## src/rtl/uart_rx_fifo.sv

```systemverilog
// uart_rx_fifo
//   Serial receive front end. Deserialises UART frames arriving on uart_rxd
//   into bytes and buffers them in a small first-word-fall-through FIFO that
//   the core drains with a valid/ready handshake.
//   Sampling uses a 2-FF synchroniser, 16x oversampling and a mid-bit decision.
//
//   Build option: define UART_RX_PARITY_EN for 8E1 frames with parity checking.
//   Without it, frames are 8N1 and parity_err is tied to 0.
//
// Ports
//   clk        in   system clock, rising edge
//   rst        in   asynchronous active-high reset
//   uart_rxd   in   serial line, idle high, asynchronous to clk
//   rx_data    out  byte at the FIFO head (meaningful while rx_valid=1)
//   rx_valid   out  FIFO not empty
//   rx_ready   in   consumer pops the head when rx_valid & rx_ready
//   overrun    out  1-cycle pulse: completed byte dropped because FIFO full
//   frame_err  out  1-cycle pulse: stop bit sampled low, byte dropped
//   parity_err out  1-cycle pulse: parity mismatch, byte dropped
//
// FSM states
//   state       | meaning
//   S_IDLE      | line idle, waiting for a synced 1->0 edge
//   S_START     | validating the start bit at its middle (tick 7)
//   S_DATA      | sampling 8 data bits, LSB first, every 16th tick
//   S_PARITY    | sampling the even-parity bit (parity build only)
//   S_STOP      | sampling the stop bit and deciding push / discard
//   S_WAIT_HIGH | after a framing error, waiting for the line to return high
module uart_rx_fifo #(
  parameter int clk_freq       = 100000000,
  parameter int uart_baud_rate = 115200,
  parameter int fifo_depth     = 4
) (
  input  logic       clk,
  input  logic       rst,
  input  logic       uart_rxd,
  output logic [7:0] rx_data,
  output logic       rx_valid,
  input  logic       rx_ready,
  output logic       overrun,
  output logic       frame_err,
  output logic       parity_err
);

  localparam int DIV_RAW = clk_freq / (uart_baud_rate * 16);
  localparam int DIV     = (DIV_RAW < 1) ? 1 : DIV_RAW;
  localparam int DIV_W   = (DIV > 1) ? $clog2(DIV) : 1;
  localparam int AW      = $clog2(fifo_depth);
  localparam int CW      = AW + 1;

  typedef enum logic [2:0] {
    S_IDLE,
    S_START,
    S_DATA,
`ifdef UART_RX_PARITY_EN
    S_PARITY,
`endif
    S_STOP,
    S_WAIT_HIGH
  } state_t;

  state_t           state, state_nx;
  logic             rxd_meta, rxd_sync, rxd_prev;
  logic             fall;
  logic [DIV_W-1:0] div_cnt;
  logic             os_tick, div_clr;
  logic [3:0]       tick_cnt, tick_nx;
  logic [2:0]       bit_idx, bit_nx;
  logic [7:0]       shift, shift_nx;
  logic             push_q, push_nx, ferr_nx;

  // Synchroniser plus one extra stage for edge detection; all idle high.
  always_ff @(posedge clk or posedge rst) begin
    if (rst) begin
      rxd_meta <= 1'b1;
      rxd_sync <= 1'b1;
      rxd_prev <= 1'b1;
    end else begin
      rxd_meta <= uart_rxd;
      rxd_sync <= rxd_meta;
      rxd_prev <= rxd_sync;
    end
  end

  assign fall    = rxd_prev & ~rxd_sync;
  assign os_tick = (div_cnt == DIV_W'(DIV - 1));

  // Restarted on the start edge so the mid-bit samples line up with it.
  always_ff @(posedge clk or posedge rst) begin
    if (rst) div_cnt <= '0;
    else if (div_clr || os_tick) div_cnt <= '0;
    else div_cnt <= div_cnt + DIV_W'(1);
  end

`ifdef UART_RX_PARITY_EN
  logic par_bit, par_nx, perr_nx;
`endif

  always_comb begin
    state_nx = state;
    tick_nx  = tick_cnt;
    bit_nx   = bit_idx;
    shift_nx = shift;
    div_clr  = 1'b0;
    push_nx  = 1'b0;
    ferr_nx  = 1'b0;
`ifdef UART_RX_PARITY_EN
    par_nx   = par_bit;
    perr_nx  = 1'b0;
`endif
    case (state)
      S_IDLE: begin
        if (fall) begin
          state_nx = S_START;
          tick_nx  = 4'd0;
          div_clr  = 1'b1;
        end
      end
      S_START: begin
        if (os_tick) begin
          tick_nx = tick_cnt + 4'd1;
          if (tick_cnt == 4'd7) begin
            tick_nx  = 4'd0;
            bit_nx   = 3'd0;
            state_nx = rxd_sync ? S_IDLE : S_DATA;
          end
        end
      end
      S_DATA: begin
        if (os_tick) begin
          tick_nx = tick_cnt + 4'd1;
          if (tick_cnt == 4'd15) begin
            shift_nx = {rxd_sync, shift[7:1]};
            bit_nx   = bit_idx + 3'd1;
            if (bit_idx == 3'd7) begin
`ifdef UART_RX_PARITY_EN
              state_nx = S_PARITY;
`else
              state_nx = S_STOP;
`endif
            end
          end
        end
      end
`ifdef UART_RX_PARITY_EN
      S_PARITY: begin
        if (os_tick) begin
          tick_nx = tick_cnt + 4'd1;
          if (tick_cnt == 4'd15) begin
            par_nx   = rxd_sync;
            state_nx = S_STOP;
          end
        end
      end
`endif
      S_STOP: begin
        if (os_tick) begin
          tick_nx = tick_cnt + 4'd1;
          if (tick_cnt == 4'd15) begin
            if (!rxd_sync) begin
              ferr_nx  = 1'b1;
              state_nx = S_WAIT_HIGH;
            end else begin
              state_nx = S_IDLE;
`ifdef UART_RX_PARITY_EN
              // even parity: data ones plus parity bit must be even
              if (par_bit != ^shift) perr_nx = 1'b1;
              else push_nx = 1'b1;
`else
              push_nx = 1'b1;
`endif
            end
          end
        end
      end
      S_WAIT_HIGH: begin
        if (rxd_sync) state_nx = S_IDLE;
      end
      default: state_nx = S_IDLE;
    endcase
  end

  always_ff @(posedge clk or posedge rst) begin
    if (rst) begin
      state     <= S_IDLE;
      tick_cnt  <= 4'd0;
      bit_idx   <= 3'd0;
      shift     <= 8'd0;
      push_q    <= 1'b0;
      frame_err <= 1'b0;
    end else begin
      state     <= state_nx;
      tick_cnt  <= tick_nx;
      bit_idx   <= bit_nx;
      shift     <= shift_nx;
      push_q    <= push_nx;
      frame_err <= ferr_nx;
    end
  end

`ifdef UART_RX_PARITY_EN
  always_ff @(posedge clk or posedge rst) begin
    if (rst) begin
      par_bit    <= 1'b0;
      parity_err <= 1'b0;
    end else begin
      par_bit    <= par_nx;
      parity_err <= perr_nx;
    end
  end
`else
  assign parity_err = 1'b0;
`endif

  // FIFO. shift is stable during the push cycle because the FSM is back in
  // S_IDLE and only changes shift in S_DATA.
  logic [7:0]    mem [fifo_depth];
  logic [AW-1:0] wr_ptr, rd_ptr;
  logic [CW-1:0] count;
  logic          pop, full, do_write;

  assign rx_valid = (count != '0);
  assign rx_data  = mem[rd_ptr];
  assign pop      = rx_valid & rx_ready;
  assign full     = (count == CW'(fifo_depth));
  // when full, a simultaneous pop frees the slot the write lands in
  assign do_write = push_q & (~full | pop);

  always_ff @(posedge clk or posedge rst) begin
    if (rst) begin
      wr_ptr  <= '0;
      rd_ptr  <= '0;
      count   <= '0;
      overrun <= 1'b0;
      for (int i = 0; i < fifo_depth; i++) mem[i] <= 8'd0;
    end else begin
      overrun <= push_q & full & ~pop;
      if (do_write) begin
        mem[wr_ptr] <= shift;
        wr_ptr      <= wr_ptr + AW'(1);
      end
      if (pop) rd_ptr <= rd_ptr + AW'(1);
      case ({do_write, pop})
        2'b10:   count <= count + CW'(1);
        2'b01:   count <= count - CW'(1);
        default: count <= count;
      endcase
    end
  end

endmodule

```

## config.mk

```make
export PLATFORM = sky130hd
export DESIGN_NAME = uart_rx_fifo
export DESIGN_NICKNAME = d
export VERILOG_FILES = /design/src/rtl/uart_rx_fifo.sv
export SDC_FILE = /design/constraint.sdc
export NUM_CORES = 1
export LEC_CHECK = 0
export ABC_AREA = 1
export ABC_CLOCK_PERIOD_IN_PS = 2100
export CAP_MARGIN = 0
export CELL_PAD_IN_SITES_DETAIL_PLACEMENT = 1
export CELL_PAD_IN_SITES_GLOBAL_PLACEMENT = 2
export CORE_MARGIN = 2
export CORE_UTILIZATION = 34
export DETAILED_ROUTE_END_ITERATION = 7
export PLACE_DENSITY = 0.81
export SLEW_MARGIN = 25
export SYNTH_ARGS = -nofsm -noshare
export SYNTH_HDL_FRONTEND = slang
export SYNTH_SLANG_ARGS = --single-unit
```

## constraint.sdc

```tcl
create_clock -name clk -period 2.1 [get_ports clk]
set_clock_uncertainty 0.05 [all_clocks]
set_input_delay 0.21 -clock clk [delete_from_list [all_inputs] [get_ports clk]]
set_output_delay 0.21 -clock clk [all_outputs]
set_load 0.01 [all_outputs]
```

==> run metrics, run 1 <==
status=finished clean; hold buffers post-CTS=0; # rows=35; CTS tree=yes; cells after synthesis=369; simple-gate share of the synthesized area=23.6%; Clock Latency Late Sink=0.34 ns; Clock Path Buffers=2; P per Cell Area=1130 nW/um^2; Worst EP required=1.84 ns; Filler Cells Inserted=1105; clock sinks=69; ANT cells=0; main combinational cell family by area after synthesis=simple AND/OR/NAND/NOR gates; number of detailed-route iterations in the first pass=4; cells along the critical path=nor2_1 > nand2_1 > clkdlybuf4s50_1; core area=9330 sq um; Avg Inst Size Synth=8.93 sq um; Tightest Hold Check Type=in -> async; Syn Nets=383; Max-cap violations=0; largest net degree at the start of global routing=50; Die W=102 microns; I/O Buffers=14; synth warn=0; minimum clock period=1.96 ns; Final Hold Vio Count=0; setup_tns=0 ns; CP Class=reg -> out; clock slew at reported path FFs=0.08 ns; Peak VDD IR=0.631 mV; H-tree Lvls=3; Post-synth ARST share=100%; multiplexer share of the synthesized area=0%; Post-DRT Antenna Nets=0; Synth Flop Type=dfrtp_1; Nets=402; CTS buffer count=9; CTS root buf=clkbuf_8; Compound-Gate Fraction of Synth Area=11.9%; Seq cells post-synth=69; Period Utilization, post-route=93.5%; Max Clk Rate=510 MHz; Leakage=1.89 nW; die height=102 microns; global-route wire length before repair=12.4 mm; Initial Util=35.3%; Critical Path AT=1.70 ns; Max FO, Critical Path=5; Seq/Total Area, Yosys=52.5%; Synth Area in Adders=4.02%; Via Count=2483; RR Endpoint=count[2]; WL/cell=13.5 microns; area grow syn2layout=15.7%; initial antenna violation count=0; hpwl dp=5.06 mm; I/O pin total=16; CP max stage delay=0.52 ns; Congestion Overflow GR=0; layout cells sized above 1=12.0%; drt total wl=7.03 mm; R2R depth=9; Synth Area in XOR/XNOR=1.33%; vias in the first global route=2531; GR Util All Layers=15.5%; gpl congestion=0.759; Netlist Area Pre-Place=3300 sq um; final core utilization=40.9%; Startpoint Class=flop; R2R setup slack=0.36 ns; Avg Vias per Cell=4.76; Worst R2R Start=count[0]; Worst setup EP type=primary output; die area=10500 sq um; Max Slew Vio Count=0; RSZ-0062 raised after global routing=no; detailed-route DRC error count=0; Post-synth EDFFs=0; 1st-iter DRT viols=70; final setup vio count=0; post-route insts no fill=522; Yosys cell types=34; DP Cell Count=506; cell at the slowest stage of the critical path=clkdlybuf4s50_1
[what timing repair did]
item                                    4_1_cts  5_1_grt
hold endpoints to repair                      0        0
endpoints found under the setup margin        7        5
cloned                                        0        0
buffers inserted                              0        0
resized for setup                             4        8
[power breakdown]
part	switching (mW)	internal, mW	total (mW)
clock network	0.552	0.685	1.24
registers	0.173	1.48	1.65
logic	0.833	0.594	1.43
[cell type report]
cell class / count / area (sq um) / share of cell area (%)
multi-input cells: 255 / 1350 / 35.4
well taps: 129 / 161 / 4.23
repair buffers: 19 / 215 / 5.64
clock inverters: 7 / 104 / 2.72
inverters: 34 / 130 / 3.41
clock buffers: 9 / 124 / 3.25
flip-flops and latches: 69 / 1730 / 45.4
[cell usage after synthesis (2+ instances only)]
master | n | area (sq um)
a21oi_1 | 2 | 10.0
ha_1 | 9 | 113
nand2_1 | 81 | 304
buf_6 | 5 | 56.3
nand3_2 | 3 | 30.0
o21ai_0 | 52 | 260
inv_1 | 32 | 120
nor3_1 | 2 | 10.0
dfstp_2 | 3 | 78.8
o21ai_1 | 13 | 65.1
dfrtp_1 | 66 | 1650
nor2_4 | 2 | 22.5
buf_2 | 2 | 10.0
nand2_4 | 6 | 67.6
nor2_1 | 41 | 154
o22ai_1 | 8 | 50.1
nor3b_1 | 3 | 22.5
xor2_1 | 4 | 35.0
nor2_2 | 3 | 18.8
clkbuf_1 | 2 | 7.51
nand3_1 | 12 | 60.1
nand4_1 | 6 | 37.5
[how the worst max path moves through the flow]
stage | from | to | cells after the start
CTS | rd_ptr[0] | rx_data[2] | 5
finish | count[0] | rx_valid | 3
global placement | rx_ready | count[2] | 8
detailed placement | rx_ready | count[2] | 8
global route | count[0] | rx_valid | 3
floorplan | rst | bit_idx[0] | 1
[state kept, by name, indices dropped and copies added, names as in the netlist, 2 cells and up]
| register | flops |
|---|---|
| bit_idx | 3 |
| count | 3 |
| div_cnt | 6 |
| mem | 32 |
| rd_ptr | 2 |
| shift | 8 |
| state | 3 |
| tick_cnt | 4 |
| wr_ptr | 2 |
[layer usage]
metal | up-vias | global-route usage [%] | routed length [microns]
met5 | - | 0 | 0
met4 | 0 | 4.62 | 88
met3 | 9 | 5.06 | 201
met2 | 21 | 25.3 | 3360
met1 | 1214 | 19.6 | 3380
li1 | 1239 | - | -
[cells in the final DEF, fill, tap and decap left out, types with 2 or more instances in the layout]
master / Yosys / layout
nand2_4: 6 / 6
buf_12: 0 / 2
o21ai_1: 13 / 13
a21oi_1: 2 / 2
nor2_2: 3 / 3
dlymetal6s2s_1: 0 / 5
nand4_1: 6 / 6
nor3_1: 2 / 2
inv_2: 1 / 4
xor2_1: 4 / 4
bufinv_16: 0 / 2
o22ai_1: 8 / 8
ha_1: 9 / 9
nor2_1: 41 / 41
buf_4: 1 / 2
dlygate4sd2_1: 0 / 3
dfstp_2: 3 / 3
clkbuf_8: 0 / 9
nor2_4: 2 / 2
o21ai_0: 52 / 52
nor3b_1: 3 / 3
nand3_1: 12 / 12
inv_6: 0 / 3
nand3_2: 3 / 3
inv_1: 32 / 29
dfrtp_1: 66 / 65
clkinv_4: 0 / 2
nand2_1: 81 / 81
clkdlybuf4s50_1: 0 / 6
[critical path, delay by kind of cell, from the launching register on]
| family | cells | cell delay, ns |
|---|---|---|
| buf+inv | 1 | 0.52 |
| flops | 1 | 0.42 |
| simple gates | 2 | 0.42 |
[logic make-up (layout without fill, tap and decap cells)]
kind of cell    after synthesis  after routing
simple gates                163            163
compound gates               76             76
flops                        69             69
buf+inv                      45             69
fa+ha+maj                    10             10
xor+xnor                      5              5
other cells                   1              1
[stage by stage]
stage	area [sq um]	worst slack [ns]	hold WS (ns)	power (mW)
floorplan	3300	0.105	0.164	2.61
global placement	3570	0.301	0.299	3.10
detailed placement	3570	0.228	0.299	3.16
CTS	3800	0.00445	0.0331	4.39
global route	3820	0.0441	0.0407	4.64
finish	3820	0.137	0.0434	4.32
Note: power is estimated with default switching activity, not from simulation.
==> inputs of run 2 (changes only) <==
--- a/config.mk
+++ b/config.mk
@@ -13,6 +13,7 @@
 export CORE_MARGIN = 2
 export CORE_UTILIZATION = 34
 export DETAILED_ROUTE_END_ITERATION = 7
+export MAX_ROUTING_LAYER = met4
 export PLACE_DENSITY = 0.81
 export SLEW_MARGIN = 25
 export SYNTH_ARGS = -nofsm -noshare
==> run metrics, run 2 (synthesis results as in run 1) <==
most frequent cells in the layout=nand2_1 (81), dfrtp_1 (65), o21ai_0 (52) (unchanged); global-route wire length before repair=12.5 mm (was 12.4 mm); Max-cap violations=0 (unchanged); Leakage=1.89 nW (unchanged); Peak VDD IR=0.632 mV (was 0.631 mV); die area=10500 sq um (unchanged); Startpoint Class=flop (unchanged); final core utilization=40.9% (unchanged); detailed-route DRC error count=0 (unchanged); top flop regs=mem: 32 flops, shift: 8 flops, div_cnt: 6 flops (unchanged); final setup vio count=0 (unchanged); drt total wl=7.03 mm (about the same); Avg Vias per Cell=4.75 (was 4.76); initial antenna violation count=0 (unchanged); clock sinks=69 (unchanged); number of detailed-route iterations in the first pass=4 (unchanged); Critical Path AT=1.70 ns (about the same); cells along the critical path=nor2_1 > nand2_1 > clkdlybuf4s50_1 (unchanged); switching power=1.56 mW (about the same); CTS tree=yes (unchanged); CTS buffer count=9 (unchanged); sw frac=36.1% (about the same); Worst R2R Start=count[0] (unchanged); Period Utilization, post-route=93.5% (about the same); die height=102 microns (unchanged); Die W=102 microns (unchanged); CP max stage delay=0.52 ns (about the same); Flop pwr share=38.3% (about the same); Post-DRT Antenna Nets=0 (unchanged); # rows=35 (unchanged); gpl congestion=0.769 (was 0.759); layout cells sized above 1=12.0% (unchanged); I/O pin total=16 (unchanged); Worst setup EP type=primary output (unchanged); setup_tns=0 ns (unchanged); Worst EP required=1.84 ns (about the same); Max Slew Vio Count=0 (unchanged); P per Cell Area=1130 nW/um^2 (about the same); largest net degree at the start of global routing=50 (unchanged); worst setup path start=count[0] (unchanged); combinational power share=33.0% (was 33.1%); Post-CTS Setup Repair Bufs=0 (unchanged); status=finished clean (unchanged); WL/cell=13.5 microns (about the same); cell at the slowest stage of the critical path=clkdlybuf4s50_1 (unchanged); GR Util All Layers=15.9% (was 15.5%); Post-CTS Resized=4 (unchanged); Initial Util=35.3% (unchanged); hold buffers post-CTS=0 (unchanged); sequential cell area=1730 sq um (unchanged); Clock Latency Late Sink=0.35 ns (was 0.34 ns); Congestion Overflow GR=0 (unchanged); ANT cells=0 (unchanged); max FFs per register=32 (unchanged); Tightest Hold Check Type=in -> async (unchanged); minimum clock period=1.96 ns (about the same); CP Class=reg -> out (unchanged); most common cell after layout, fill and taps aside=nand2_1 (unchanged); I/O Buffers=14 (unchanged); H-tree Lvls=3 (unchanged); Via Count=2481 (was 2483); 1st-iter DRT viols=80 (was 70); clock slew at reported path FFs=0.08 ns (about the same); CP Buf/Inv Count=1 (unchanged); RSZ-0062 raised after global routing=no (unchanged); Clock Path Buffers=2 (unchanged); clock power share=28.7% (about the same); Final Hold Vio Count=0 (unchanged); Nets=402 (unchanged); delay-heaviest family, CP=buffers and inverters (unchanged); Multi-input gate area=1350 sq um (unchanged); internal cell power=2.76 mW (about the same); Filler Cells Inserted=1105 (unchanged); vias in the first global route=2532 (was 2531); core area=9330 sq um (unchanged); Largest Register=mem (unchanged); Max Clk Rate=509 MHz (was 510 MHz); area grow syn2layout=15.7% (unchanged); CTS root buf=clkbuf_8 (unchanged); hpwl dp=5.06 mm (unchanged); Max FO, Critical Path=5 (unchanged)
==> run 2: cell counts in the layout (fill, tap and decap cells not counted) <==
No cell type changed its count.
==> run 2: layout make-up <==
type                    count  area share [%]
clock buffers               9            3.25
clock inverters             7            2.72
inverters                  34            3.41
multi-input cells         255            35.4
flip-flops and latches     69            45.4
well taps                 129            4.23
repair buffers             19            5.64
==> run 2: worst paths after layout <==
kind	depth (start not counted)	slack, ns	to
setup / recovery	3	0.14	rx_valid
hold / removal	2	0.04	count[1]
setup reg to reg	9	0.36	count[2]
hold reg to reg	0	0.31	rxd_sync
max in group asynchronous	3	1.37	rxd_prev
min in group clk	1	0.22	rxd_meta
==> run 2: power by group through the flow <==
stage          combinational [mW]  sequential [mW]  clock, mW
2_1_floorplan                1.01             1.60          0
3_3_place_gp                 1.44             1.66          0
3_5_place_dp                 1.49             1.67          0
4_1_cts                      1.46             1.64       1.28
5_1_grt                      1.63             1.68       1.34
6_report                     1.43             1.65       1.24
==> run 2: per-layer routing <==
layer,global-route usage (%),vias up,routed length (microns)
met4,4.92,0,85
met2,25.3,21,3330
met3,4.65,9,198
li1,-,1240,-
met1,19.6,1211,3410
met5,-,-,0
==> run 2: metrics by stage <==
stage / instance area (sq um) / worst slack (ns) / total power [mW] / std cells / hold WS, ns
global route: 3820 / 0.0475 / 4.64 / 522 / 0.0440
detailed placement: 3570 / 0.228 / 3.16 / 506 / 0.299
CTS: 3800 / 0.00445 / 4.39 / 522 / 0.0331
global placement: 3570 / 0.301 / 3.10 / 506 / 0.299
finish: 3820 / 0.136 / 4.31 / 522 / 0.0422
floorplan: 3300 / 0.105 / 2.61 / 369 / 0.164
